## config.mk

```make
export PLATFORM = sky130hd
export DESIGN_NAME = direct_mapped_cache
export DESIGN_NICKNAME = d
export VERILOG_FILES = /design/src/rtl/direct_mapped_cache.sv
export SDC_FILE = /design/constraint.sdc
export NUM_CORES = 1
export LEC_CHECK = 0
export BUFFER_PORTS_ARGS = -buffer_cell sky130_fd_sc_hd__buf_2
export CORE_MARGIN = 4
export CORE_UTILIZATION = 50
export CTS_CLUSTER_DIAMETER = 150
export CTS_CLUSTER_SIZE = 8
export DETAILED_ROUTE_END_ITERATION = 16
export GPL_ROUTABILITY_DRIVEN = 0
export PLACE_DENSITY = 0.72
export SKIP_LAST_GASP = 1
export SYNTH_ARGS = -nofsm -noshare
export SYNTH_HDL_FRONTEND = slang
export SYNTH_SLANG_ARGS = --single-unit
```

## constraint.sdc

```tcl
create_clock -name clk -period 5.1 [get_ports clk]
set_input_delay 0.51 -clock clk [delete_from_list [all_inputs] [get_ports clk]]
set_output_delay 0.51 -clock clk [all_outputs]
set_load 0.03 [all_outputs]
```

## src/rtl/direct_mapped_cache.sv

```systemverilog
//==============================================================================
// Module      : direct_mapped_cache
// Description : Direct-mapped, write-back, write-allocate cache with a
//               block-streaming memory port.
// Revision    : 1.0 - initial release
//==============================================================================
`default_nettype none

module direct_mapped_cache #(
    parameter int DATA_WIDTH         = 32,
    parameter int ADDR_WIDTH         = 10,
    parameter int BLOCK_OFFSET_WIDTH = 3,
    parameter int INDEX_WIDTH        = 2
) (
    input  logic                                           clk,
    input  logic                                           rstn,
    input  logic                                           cpu_req,
    input  logic                                           cpu_we,
    input  logic [ADDR_WIDTH-1:0]                          cpu_addr,
    input  logic [DATA_WIDTH-1:0]                          cpu_wdata,
    output logic [DATA_WIDTH-1:0]                          cpu_rdata,
    output logic                                           cpu_ready,
    output logic [ADDR_WIDTH-1:0]                          mem_addr,
    output logic [(1<<BLOCK_OFFSET_WIDTH)*DATA_WIDTH-1:0]  mem_block_din,
    output logic                                           mem_we,
    input  logic                                           mem_valid,
    input  logic [DATA_WIDTH-1:0]                          mem_dout
);

    localparam int c_block_size = 1 << BLOCK_OFFSET_WIDTH;
    localparam int c_num_lines  = 1 << INDEX_WIDTH;
    localparam int c_tag_width  = ADDR_WIDTH - INDEX_WIDTH - BLOCK_OFFSET_WIDTH;
    localparam int c_cnt_width  = BLOCK_OFFSET_WIDTH + 1;

    typedef enum logic [2:0] {
        IDLE       = 3'd0,
        RESP       = 3'd1,
        WB_SETUP   = 3'd2,
        WB         = 3'd3,
        FILL_SETUP = 3'd4,
        FILL       = 3'd5
    } state_t;

    state_t                  r_state;
    state_t                  w_next;

    logic [DATA_WIDTH-1:0]   r_data [c_num_lines][c_block_size];
    logic [c_tag_width-1:0]  r_tag  [c_num_lines];
    logic [c_num_lines-1:0]  r_valid;
    logic [c_num_lines-1:0]  r_dirty;
    logic [DATA_WIDTH-1:0]   r_rdata;
    logic [ADDR_WIDTH-1:0]   r_mem_addr;
    logic [c_cnt_width-1:0]  r_cnt;

    logic [BLOCK_OFFSET_WIDTH-1:0] w_offset;
    logic [INDEX_WIDTH-1:0]        w_index;
    logic [c_tag_width-1:0]        w_tag;
    logic                          w_hit;
    logic                          w_victim_dirty;
    logic                          w_last_beat;
    logic [ADDR_WIDTH-1:0]         w_victim_addr;
    logic [ADDR_WIDTH-1:0]         w_fill_addr;

    assign w_offset       = cpu_addr[BLOCK_OFFSET_WIDTH-1:0];
    assign w_index        = cpu_addr[BLOCK_OFFSET_WIDTH +: INDEX_WIDTH];
    assign w_tag          = cpu_addr[ADDR_WIDTH-1 -: c_tag_width];
    assign w_hit          = r_valid[w_index] && (r_tag[w_index] == w_tag);
    assign w_victim_dirty = r_valid[w_index] && r_dirty[w_index];
    assign w_last_beat    = mem_valid && (r_cnt == c_cnt_width'(c_block_size - 1));
    assign w_victim_addr  = {r_tag[w_index], w_index, {BLOCK_OFFSET_WIDTH{1'b0}}};
    assign w_fill_addr    = {w_tag, w_index, {BLOCK_OFFSET_WIDTH{1'b0}}};

    assign cpu_rdata = r_rdata;
    assign cpu_ready = (r_state == RESP);
    assign mem_we    = (r_state == WB_SETUP) || (r_state == WB);
    assign mem_addr  = r_mem_addr;

    // The victim line is read straight from the array; it cannot change during WB.
    for (genvar i = 0; i < c_block_size; i++) begin : g_din
        assign mem_block_din[i*DATA_WIDTH +: DATA_WIDTH] = r_data[w_index][i];
    end

    always_comb begin
        w_next = r_state;
        case (r_state)
            IDLE: begin
                if (cpu_req) begin
                    if (w_hit)               w_next = RESP;
                    else if (w_victim_dirty) w_next = WB_SETUP;
                    else                     w_next = FILL_SETUP;
                end
            end
            RESP:       w_next = IDLE;
            WB_SETUP:   w_next = WB;
            WB:         if (w_last_beat) w_next = FILL_SETUP;
            FILL_SETUP: w_next = FILL;
            FILL:       if (w_last_beat) w_next = IDLE;
            default:    w_next = IDLE;
        endcase
    end

    // Setup states present the inverted target so the memory always sees a new address.
    always_ff @(posedge clk) begin
        if (!rstn) begin
            r_state    <= IDLE;
            r_valid    <= '0;
            r_dirty    <= '0;
            r_rdata    <= '0;
            r_mem_addr <= '0;
            r_cnt      <= '0;
        end else begin
            r_state <= w_next;
            case (r_state)
                IDLE: begin
                    if (cpu_req) begin
                        if (w_hit) begin
                            if (cpu_we) r_dirty[w_index] <= 1'b1;
                            else        r_rdata <= r_data[w_index][w_offset];
                        end else if (w_victim_dirty) begin
                            r_mem_addr <= ~w_victim_addr;
                        end else begin
                            r_mem_addr <= ~w_fill_addr;
                        end
                    end
                end
                WB_SETUP: begin
                    r_mem_addr <= w_victim_addr;
                    r_cnt      <= '0;
                end
                WB: begin
                    if (mem_valid) r_cnt <= r_cnt + c_cnt_width'(1);
                    if (w_last_beat) begin
                        r_dirty[w_index] <= 1'b0;
                        r_mem_addr       <= ~w_fill_addr;
                    end
                end
                FILL_SETUP: begin
                    r_mem_addr <= w_fill_addr;
                    r_cnt      <= '0;
                end
                FILL: begin
                    if (mem_valid) r_cnt <= r_cnt + c_cnt_width'(1);
                    if (w_last_beat) begin
                        r_valid[w_index] <= 1'b1;
                        r_dirty[w_index] <= 1'b0;
                    end
                end
                default: ;
            endcase
        end
    end

    // Line contents and tags carry no reset; the valid bits qualify them.
    always_ff @(posedge clk) begin
        if (rstn) begin
            if (r_state == IDLE && cpu_req && w_hit && cpu_we)
                r_data[w_index][w_offset] <= cpu_wdata;
            if (r_state == FILL && mem_valid) begin
                r_data[w_index][r_cnt[BLOCK_OFFSET_WIDTH-1:0]] <= mem_dout;
                if (w_last_beat) r_tag[w_index] <= w_tag;
            end
        end
    end

endmodule

`default_nettype wire

```

==> results_dict.tcl <==
set metrics [dict create \
    finalHoldViolCount 0 \
    die_x_um 308 \
    drc 0 \
    antenna_found_initial 13 \
    design.core.area_um2 88800 \
    avgSynthCellArea_um2 20.4 \
    io_pins 379 \
    antenna_left 0 \
    fmax_mhz 254 \
    route.met3.wl_um 23000 \
    skew_ns 0.0264 \
    min_from "cpu_addr[5]" \
    grt_overflow_total 0 \
    hpwl_um 95600 \
    power_density_nw_per_um2 390 \
    num_vias 26500 \
    nFillCells 6201 \
    routedWlPerCell_um 36.4 \
    grt_pass1_vias 26100 \
    worstPathArrival_ns 3.43 \
    grt_usage 0.299 \
    fin_crit_sh 0.773 \
    rsz0062_at_grt "no" \
    synth-edff-count 1044 \
    fp-row-count 109 \
    period_needed_ns 3.94 \
    crit_path_max_fanout 47 \
    wirelength_um 143000 \
    path_delay_family "buffers and inverters" \
    ys.flop_type "edfxtp_1" \
    top_layer "met5" \
    nets 2744 \
    synth_seq_cells 1099 \
    cts_resized 0 \
    syn_to_final_growth_pct 18.2 \
    ir_worst_vdd_mv 0.278 \
    cts_made_buffers 155 \
    cts.clk_slew.worst_paths_ns 0.05 \
    syn-num-nets 2287 \
    slowest_stage "buf_4" \
    yosysTopAreaCell "edfxtp_1" \
    yosys_warnings 0 \
    cts.sinks 1099 \
    setup_viol 0 \
    tightest_slew_ns 1.20 \
    cts_htree_levels 4 \
    cp_slowest_stage_delay_ns 0.77 \
    die_area_um2 94800 \
    cts_tree "yes" \
    wl_met2_um 63800 \
    crit_buf_inv 4 \
    ys_top_cells_by_area "edfxtp_1, mux4_2, mux2_2, dfxtp_1, a22oi_1" \
    startpoint "cpu_addr[3]" \
    syn_inst 2207 \
    required_ns 4.59 \
    maxSlewViolCount 0 \
    ys_seq_area_frac 0.722 \
    instances_no_fill 3920 \
    crit_type "input pin to primary output" \
    die_y_um 308 \
    path_cells "buf_8 -> buf_4 -> buf_4 -> mux4_2 -> buf_2" \
    drive_above_1_share 0.433 \
    clk_path_buf_depth 3 \
    tns_ns 0 \
    root_buffer "clkbuf_16" \
    p_leak_nw 17.7 \
    m1WireLength_um 51400 \
    drt_iter0_markers 4442 \
    path_common_cell "buf_4" \
    start_util 0.506 \
    synth.distinct_cells 54 \
    syn_area_um2 45000 \
    worstSetupEndpointType "primary output" \
    r2r-start "r_tag[3][4]" \
    hold_buffers 0 \
    grt_pass1_wl_um 198000 \
    async_flop_share 0 \
    placed_cells 3672 \
    critPathLaunchType "input pin" \
    vias_per_cell 6.76 \
    port-buffer-count 378 \
    synth_top_area_share 0.697 \
    grt_max_degree 114 \
    maxSlewHeadroom 0.202 \
    drv_cap 0 \
    first_pass_iters 6 \
    postCtsSetupRepairBufs 0 \
    min_path_type "input pin to flip-flop" \
    clk_latency_ns 0.74 \
    status "completed" \
]
[stage by stage]
| stage | setup WS [ns] | area (um^2) | utilization | hold slack [ns] | total power [mW] |
|---|---|---|---|---|---|
| floorplan | 1.07 | 45000 | - | 0.443 | 10.9 |
| global placement | 0.687 | 48700 | 0.549 | 0.443 | 11.5 |
| detailed placement | 0.573 | 48700 | 0.549 | 0.455 | 11.5 |
| CTS | 1.06 | 53100 | 0.598 | 0.0131 | 20.8 |
| global route | 0.846 | 53100 | 0.598 | 0.0361 | 21.3 |
| finish | 1.16 | 53200 | 0.599 | 0.0543 | 20.8 |
[cells in the final DEF (no fill, tap or decap), types with 5 or more instances in the layout]
master     instances
nand2_1           51
a41o_1            32
nand2b_1           5
a22oi_1          128
dfxtp_1           55
clkinv_8           5
o21a_1             5
nand3_1            6
a31oi_1            6
a311oi_1           5
nor2_4             6
mux2i_1           39
inv_1              7
a21o_1             5
nor3_1             5
a21oi_4           28
nor2_1            18
diode_2            6
edfxtp_1        1044
xnor2_1            7
o21ai_0            9
clkbuf_1          71
buf_12            11
mux4_2           263
a21oi_1            5
buf_2            376
clkbuf_16        158
buf_4             58
nand4_1           14
mux2_2           256
[state kept, by name, summed over array words and instances (netlist names), named ones only]
| name | cells |
|---|---|
| r_data | 1024 |
| mem_addr | 8 |
| r_state | 3 |
| cpu_rdata | 32 |
| r_valid | 4 |
| r_cnt | 4 |
| r_tag | 20 |
[Yosys cell counts (4+ instances only)]
cell       number
mux2i_1        39
o2bb2ai_1       4
buf_1           9
a21oi_1        33
nor4_1          4
nor3_1          6
a21o_1          5
buf_2          43
nand4_1        14
a31oi_1         6
nand2_1        55
o21ai_0         9
a22oi_1       128
nor2_1         24
nand3_1         8
inv_1           8
a41o_1         32
buf_4           6
clkbuf_1       84
buf_6           5
edfxtp_1     1044
dfxtp_1        55
mux4_2        263
a311oi_1        5
and3_1          4
xnor2_1         7
mux2_2        256
o21a_1          5
o211ai_1        4
nand2b_1        5
nor3b_1         4
[power breakdown]
part	switching [mW]	internal, mW	total (mW)
Combinational	1.04	0.444	1.49
Sequential	0.0133	9.90	9.91
Clock	3.69	5.66	9.35
[kinds of logic (layout without fill, tap and decap cells)]
logic type      after synthesis  after routing  share of synthesized area
fa+ha+maj                     1              1                   0.000278
xor+xnor                      8              8                    0.00156
flops                      1099           1099                      0.722
simple gates                137            137                     0.0149
buf+inv                     155            697                     0.0155
mux                         558            558                      0.205
other cells                   0              6                          0
compound gates              249            249                     0.0416
[worst paths after layout]
check | slack (ns) | cells past startpoint | to
max | 1.16 | 5 | mem_block_din[38]
min | 0.05 | 1 | r_tag[0][0]
max reg2reg | 1.24 | 6 | r_data[0][56]
min reg2reg | 0.46 | 2 | cpu_rdata[25]
[per-layer routing]
metal / vias up / GRT usage
li1: 10300 / -
met1: 13700 / 0.414
met2: 2223 / 0.434
met3: 280 / 0.130
met4: 10 / 0.0921
met5: - / 0
[cell type report]
cell class,count,area [um^2],share of cell area
Antenna cell,6,15.0,0.000282
Clock buffer,229,4220,0.0794
Clock inverter,13,184,0.00346
Inverter,8,30.0,0.000565
Multi-Input combinational cell,953,12200,0.230
Sequential cell,1099,32500,0.611
Tap cell,1165,1460,0.0274
Timing Repair Buffer,447,2570,0.0483
Note: power is estimated with default switching activity, not from simulation.
